===== config.mk =====
export PLATFORM = sky130hd
export DESIGN_NAME = vga_timing
export DESIGN_NICKNAME = d
export VERILOG_FILES = /design/src/rtl/vga_timing.sv
export SDC_FILE = /design/constraint.sdc
export NUM_CORES = 1
export LEC_CHECK = 0
export BUFFER_PORTS_ARGS = -buffer_cell sky130_fd_sc_hd__buf_2
export CAP_MARGIN = 15
export CORE_ASPECT_RATIO = 0.5
export CORE_MARGIN = 3
export CORE_UTILIZATION = 55
export CTS_CLUSTER_DIAMETER = 120
export DETAILED_ROUTE_END_ITERATION = 8
export PLACE_DENSITY = 0.78
export SYNTH_ARGS = -nofsm -noshare
export SYNTH_HDL_FRONTEND = slang
export SYNTH_SLANG_ARGS = --single-unit

===== constraint.sdc =====
create_clock -name clock -period 5.7 [get_ports clock]
set_input_delay 0.285 -clock clock [delete_from_list [all_inputs] [get_ports clock]]
set_output_delay 0.285 -clock clock [all_outputs]
set_load 0.03 [all_outputs]

===== src/rtl/vga_timing.sv =====
// vga_timing: raster timing generator producing sync, blanking, coordinates and line/frame strobes.
// Every output is registered from the same counter snapshot, so all outputs share one cycle of latency.
module vga_timing #(
    parameter int H_ACTIVE   = 640,
    parameter int H_FP       = 16,
    parameter int H_SYNC     = 96,
    parameter int H_BP       = 48,
    parameter int V_ACTIVE   = 480,
    parameter int V_FP       = 10,
    parameter int V_SYNC     = 2,
    parameter int V_BP       = 33,
    parameter bit H_SYNC_POL = 1'b0,
    parameter bit V_SYNC_POL = 1'b0
) (
    input  logic       clock,
    input  logic       reset,
    output logic       hsync,
    output logic       vsync,
    output logic       active,
    output logic [9:0] x,
    output logic [9:0] y,
    output logic       line_start,
    output logic       frame_start
);
    localparam int H_TOTAL = H_ACTIVE + H_FP + H_SYNC + H_BP;
    localparam int V_TOTAL = V_ACTIVE + V_FP + V_SYNC + V_BP;
    localparam int HS_BEG  = H_ACTIVE + H_FP;
    localparam int HS_END  = HS_BEG + H_SYNC;
    localparam int VS_BEG  = V_ACTIVE + V_FP;
    localparam int VS_END  = VS_BEG + V_SYNC;

    if (H_TOTAL > 1024 || V_TOTAL > 1024) begin : g_width_check
        $error("vga_timing: H_TOTAL/V_TOTAL exceed 10-bit counter range");
    end

    logic [9:0] h_cnt;
    logic [9:0] v_cnt;
    logic       h_wrap;
    logic       v_wrap;
    int         hc;
    int         vc;

    assign hc     = int'(h_cnt);
    assign vc     = int'(v_cnt);
    assign h_wrap = hc == H_TOTAL - 1;
    assign v_wrap = vc == V_TOTAL - 1;

    // vsync decodes v_cnt, which only moves on the h wrap, so it toggles as x returns to 0
    always_ff @(posedge clock) begin
        if (reset) begin
            h_cnt       <= '0;
            v_cnt       <= '0;
            hsync       <= ~H_SYNC_POL;
            vsync       <= ~V_SYNC_POL;
            active      <= 1'b0;
            x           <= '0;
            y           <= '0;
            line_start  <= 1'b0;
            frame_start <= 1'b0;
        end else begin
            h_cnt       <= h_wrap ? '0 : h_cnt + 10'd1;
            if (h_wrap)
                v_cnt   <= v_wrap ? '0 : v_cnt + 10'd1;
            x           <= h_cnt;
            y           <= v_cnt;
            active      <= (hc < H_ACTIVE) && (vc < V_ACTIVE);
            hsync       <= (hc >= HS_BEG && hc < HS_END) ? H_SYNC_POL : ~H_SYNC_POL;
            vsync       <= (vc >= VS_BEG && vc < VS_END) ? V_SYNC_POL : ~V_SYNC_POL;
            line_start  <= h_cnt == '0;
            frame_start <= (h_cnt == '0) && (v_cnt == '0);
        end
    end
endmodule


==> impl_metrics.ini, run 1 <==
[logic_synthesis]
yosysUniqueCellTypes = 32
synth-async-reset-ratio_pct = 0
synth_top_family_by_area = simple AND/OR/NAND/NOR gates
synthMuxAreaShare_pct = 1.86
synth_commonest_cells = dfxtp_1, nor2_1, nor2b_1
synthAdderAreaFrac_pct = 2.97
syn_nets = 181
ys.flop_type = dfxtp_1
syn_area_um2 = 1680
synthTopCellsByArea = dfxtp_1, nor2b_1, nor2_1
synth-seq-cells = 45
avgSynthCellArea_um2 = 9.62
synth-edff-count = 0
ys_warn_count = 0
seq_area_frac_synth_pct = 53.5
synth.most_common_cell = dfxtp_1
synthXorXnorAreaFrac_pct = 6.76
yosysTopAreaCell = dfxtp_1
synth-compound-area-share_pct = 2.01
synth-simple-area-share_pct = 28.6
yosys.area.top_type_share_pct = 53.5
synth_cells = 175

[power]
cellPowerDensity_nw_per_um2 = 304
ir_drop_mv = 0.194
power_leakage_nw = 0.785

[clock_tree]
cts_resized = 0
tritoncts = done
post_cts_buffers = 0
path_clk_slew_ns = 0.08
h-tree-depth = 2
cts_buffers = 5
clk_latency_ns = 0.29
cts_hold_buf = 0
clock_sinks = 45
clockBufferDepth = 2
clock-root-buffer = clkbuf_8

[global_route]
grt_use_total_pct = 17.3
grt_use_met1_pct = 20.2
antenna_found_initial = 0
grt_max_degree = 30
met2_usage_pct = 30.7
grt_overflow = 0
grt_pass1_vias = 1129
grt_busiest_layer = met2
grt_pass1_wl_um = 4950
globalRouteMet3Util_pct = 5.46

[critical_path]
crit_type = register to register
crit_end = v_cnt[7]
r2r-end = v_cnt[7]
required_ns = 5.93
r2r_start = h_cnt[0]
rrSetupSlack_ns = 3.61
cp_max_fo = 6
cp-startpoint = h_cnt[0]
r2r_cells = 5
critPathLaunchType = register
worst_setup_path_end_kind = register
critPathArrivalTime_ns = 2.32

[flow_run]
maxCapViolCount = 0

[sta]
hold_viol_final = 0
fin_crit_ns = 2.09
finalClockSkew_ns = 0.00845
fin_crit_sh_pct = 36.7
maxSlewHeadroom_pct = 60.5
setup_tns_ns = 0
fmax_mhz = 478
maxSlewViolCount = 0
worst_pin_slew_ns = 0.588
finalSetupViolCount = 0
rsz0062_at_grt = false

[floorplan]
die-height_um = 45.1
ios = 27
die_w_um = 84.3
fp.coreArea_um2 = 2750
start_util_pct = 61.3
row_count = 13
die_area_um2 = 3800

[detailed_routing]
ant_nets = 0
drt_iter0_drc = 81
via_per_inst = 5.16
first_pass_iters = 4
vias = 1218
drt-total-wl_um = 3040
drc = 0
wire_per_inst_um = 12.9

[place]
placed_area_um2 = 1810
gp_congestion = 0.844
dp_hpwl_um = 2110
numPortBuffers = 26

[status]
status = completed

[final_layout]
design_area_um2 = 1930
area_growth_pct = 14.6
diodes = 0
layout-drive-gt1-share_pct = 19.6
fin_nets = 204

[hold_path]
hold_class = input pin to register
metal layers:
metal,wire (µm),vias to the layer above
li1,-,628
met1,1450,560
met2,1390,26
met3,147,4
met4,46,0
met5,0,-
layout make-up:
type                       instances  area [µm²]
tap                               37        46.3
clock buffer                       7        86.3
multi-input combinational        113         711
sequential                        45         901
fill                             224         818
timing repair buffer              26         130
clock inverter                     1        30.0
inverter                           7        26.3
logic make-up (layout without fill, tap and decap cells):
group                      after synthesis  after routing
AOI/OAI and AO/OA                        6              6
xor gates and xnor gates                13             13
adders and majority gates                4              4
buffers and inverters                   17             41
DFF                                     45             45
muxes                                    3              3
and+or+nand+nor                         87             87
state kept, by name (all words and copies together) (netlist names):
name / count
active: 1
frame_start: 1
h_cnt: 10
hsync: 1
line_start: 1
v_cnt: 10
vsync: 1
x: 10
y: 10
layout by cell type, fill, tap and decap left out, types with 2 or more instances in the layout:
| master | instances |
|---|---|
| a21oi_1 | 2 |
| and3_1 | 3 |
| buf_2 | 26 |
| clkbuf_8 | 6 |
| dfxtp_1 | 45 |
| ha_1 | 4 |
| inv_1 | 7 |
| mux2i_1 | 2 |
| nand2_1 | 5 |
| nand3_1 | 7 |
| nand4_1 | 6 |
| nor2_1 | 24 |
| nor2b_1 | 16 |
| nor3_1 | 6 |
| nor4_1 | 5 |
| nor4b_1 | 2 |
| o21ai_0 | 3 |
| or3_1 | 3 |
| or4b_2 | 2 |
| xnor2_1 | 9 |
| xor2_1 | 4 |
report_power, final:
part | switching (mW) | internal, mW | leakage, nW
registers | 0.00324 | 0.319 | 0.364
logic | 0.0156 | 0.00671 | 0.362
clock network | 0.0988 | 0.143 | 0.0585
total | 0.118 | 0.468 | 0.785
through the flow:
step                setup WS (ns)  utilization, %  hold slack (ns)  power, mW  instances
floorplan                    3.75               -            0.442      0.346        175
global placement             3.74            66.0            0.461      0.352        228
detailed placement           3.64            66.0            0.472      0.352        228
CTS                          3.61            70.2            0.427      0.591        236
global route                 3.47            70.2            0.460      0.607        236
finish                       3.61            70.2            0.430      0.586        236
how the worst min path moves through the flow:
stage	start	endpoint	slack (ns)	cells after the start
floorplan	h_cnt[0]	h_cnt[0]	0.44	1
detailed placement	h_cnt[0]	h_cnt[0]	0.47	1
CTS	reset	x[1]	0.43	2
global route	reset	h_cnt[6]	0.46	2
global placement	h_cnt[0]	h_cnt[0]	0.46	1
finish	reset	x[1]	0.43	2
critical path: stages (launching register included):
cell     delay (ns)
dfxtp_1        0.40
ha_1           0.26
nand4_1        0.27
or4_4          0.62
or3_1          0.32
a21oi_1        0.15
Note: power is estimated with default switching activity, not from simulation.
==> run 2, diff against run 1 <==
CORE_UTILIZATION = 49   (was 55)
PLACE_DENSITY = 0.73   (was 0.78)
clock period = 1.7 ns   (was 5.7 ns; I/O delays follow)
==> run 2 against run 1 <==
  * The run now ends with negative setup slack left
  * Total power grew to 3.4 times the previous value
  * Die area grew 11%
  * Via count grew 8.9%
  * Register-to-register slack lost 3.7 ns
  * Maximum frequency grew 19%
  * Hold slack lost 0.35 ns
  * Wire length grew 11%
  * First-iteration DRC count shrank 32%
  * Sequential share of layout area shrank 5.9 points
  * Clock power grew to 3.4 times the previous value
  * Highest routed layer unchanged
==> impl_metrics.ini, run 2 (same netlist as run 1, synthesis figures left out) <==
[status]
status = finished, violations left
violations = negative setup slack

[power]
ir_drop_mv = 0.511
switching_power_mw = 0.413
p_int_mw = 1.58
seqPwrFrac_pct = 53.8
power_frac_comb_pct = 4.9
cellPowerDensity_nw_per_um2 = 901
clkPwrFrac_pct = 41.2
power_leakage_nw = 0.954
swShare_pct = 20.7

[flow_run]
maxCapViolCount = 0

[global_route]
grt_pass1_vias = 1174
met2_usage_pct = 29.8
grt_busiest_layer = met2
grt_max_degree = 29
grt_use_total_pct = 17.1
grt_use_met1_pct = 20.7
globalRouteMet3Util_pct = 5.67
grt_pass1_wl_um = 5290
antenna_found_initial = 0
grt_overflow = 0

[critical_path]
r2r-end = v_cnt[7]
cp_max_fo = 3
critPathArrivalTime_ns = 1.98
crit_type = register to register
rrSetupSlack_ns = -0.05
r2r_cells = 4
critPathLaunchType = register
r2r_start = h_cnt[8]
worst_setup_path_end_kind = register
required_ns = 1.92

[sta]
worst_pin_slew_ns = 0.344
fmax_mhz = 571
maxSlewHeadroom_pct = 76.8
fin_crit_ns = 1.75
finalClockSkew_ns = 0.00323
hold_viol_final = 0
finalSetupViolCount = 2
layout_setup_ws_ns = -0.0520
maxSlewViolCount = 0
timing.hold.ws_ns = 0.0815
fin_crit_sh_pct = 103
rsz0062_at_grt = true

[floorplan]
die-height_um = 47.5
start_util_pct = 53.7
die_area_um2 = 4220
fp.coreArea_um2 = 3140
die_w_um = 88.9
ios = 27
row_count = 14

[final_layout]
layout-drive-gt1-share_pct = 34.7
fillerInstances = 236
final_common_cell = dfxtp_1
diodes = 0
fin_nets = 230
mostFrequentLayoutCells = dfxtp_1, buf_2, buf_4
area_growth_pct = 31.5

[clock_tree]
path_clk_slew_ns = 0.08
h-tree-depth = 2
cts_buffers = 5
clockBufferDepth = 2
clk_latency_ns = 0.29
clock_sinks = 45
tritoncts = done
clock-root-buffer = clkbuf_8
cts_hold_buf = 0

[hold_path]
min_to = line_start
min_from = reset
holdPathStages = 3
hold_class = input pin to register

[place]
pre_cts_slack_ns = -0.127
gp_congestion = 0.750
dp_hpwl_um = 2330
numPortBuffers = 26

[detailed_routing]
wire_per_inst_um = 12.7
first_pass_iters = 4
via_per_inst = 5.00
drt_iter0_drc = 55
drc = 0
ant_nets = 0
vias = 1326
drt-total-wl_um = 3360
-- run 2: layer usage --
layer  vias to the layer above  share of wire, %
met5                         -                 0
met4                         0              0.51
met3                         3               4.4
met2                        25                50
met1                       618                45
li1                        680                 -
-- run 2: final cells by class --
| cell class | count | area [µm²] | area share (%) |
|---|---|---|---|
| Sequential cell | 45 | 903 | 40.8 |
| Multi-Input combinational cell | 113 | 790 | 35.6 |
| Timing Repair Buffer | 52 | 325 | 14.7 |
| Clock buffer | 6 | 82.6 | 3.73 |
| Tap cell | 40 | 50.0 | 2.26 |
| Clock inverter | 2 | 37.5 | 1.69 |
| Inverter | 7 | 26.3 | 1.19 |
-- run 2: power by group through the flow --
stage	registers, mW	logic (mW)	clock network (mW)
floorplan	1.12	0.0381	0
global placement	1.10	0.0914	0
detailed placement	1.10	0.0925	0
CTS	1.07	0.0992	0.835
global route	1.08	0.108	0.875
finish	1.07	0.0985	0.823
-- run 2: timing repair --
item                       in CTS  in global routing
pin swaps                       2                  2
gates resized for setup        14                  6
setup endpoints to repair      12                 17
setup buffers                   0                  0
-- run 2: worst max-delay path, stage by stage (launching register included) --
cell and delay (ns):
dfxtp_1 0.33, or3b_4 0.37, or4_4 0.51, or3_1 0.32, a21oi_1 0.15
-- run 2: worst max path at each step --
stage / from / endpoint / slack (ns)
floorplan: h_cnt[6] / v_cnt[7] / -0.18
global placement: h_cnt[0] / frame_start / -0.13
detailed placement: h_cnt[0] / frame_start / -0.13
CTS: h_cnt[7] / v_cnt[7] / -0.05
global route: h_cnt[7] / v_cnt[7] / -0.10
finish: h_cnt[8] / v_cnt[7] / -0.05
-- run 2: metrics by stage --
stage          util [%]  std cells  setup TNS [ns]  power [mW]  cell area (µm²)
3_5_place_dp       64.2        257          -0.833        1.19             2010
5_1_grt            70.6        265          -0.373        2.06             2210
6_report           70.6        265         -0.0978        2.00             2210
3_3_place_gp       64.2        257          -0.299        1.19             2010
4_1_cts            69.8        265         -0.0964        2.01             2190
2_1_floorplan         -        175           -1.40        1.16             1690
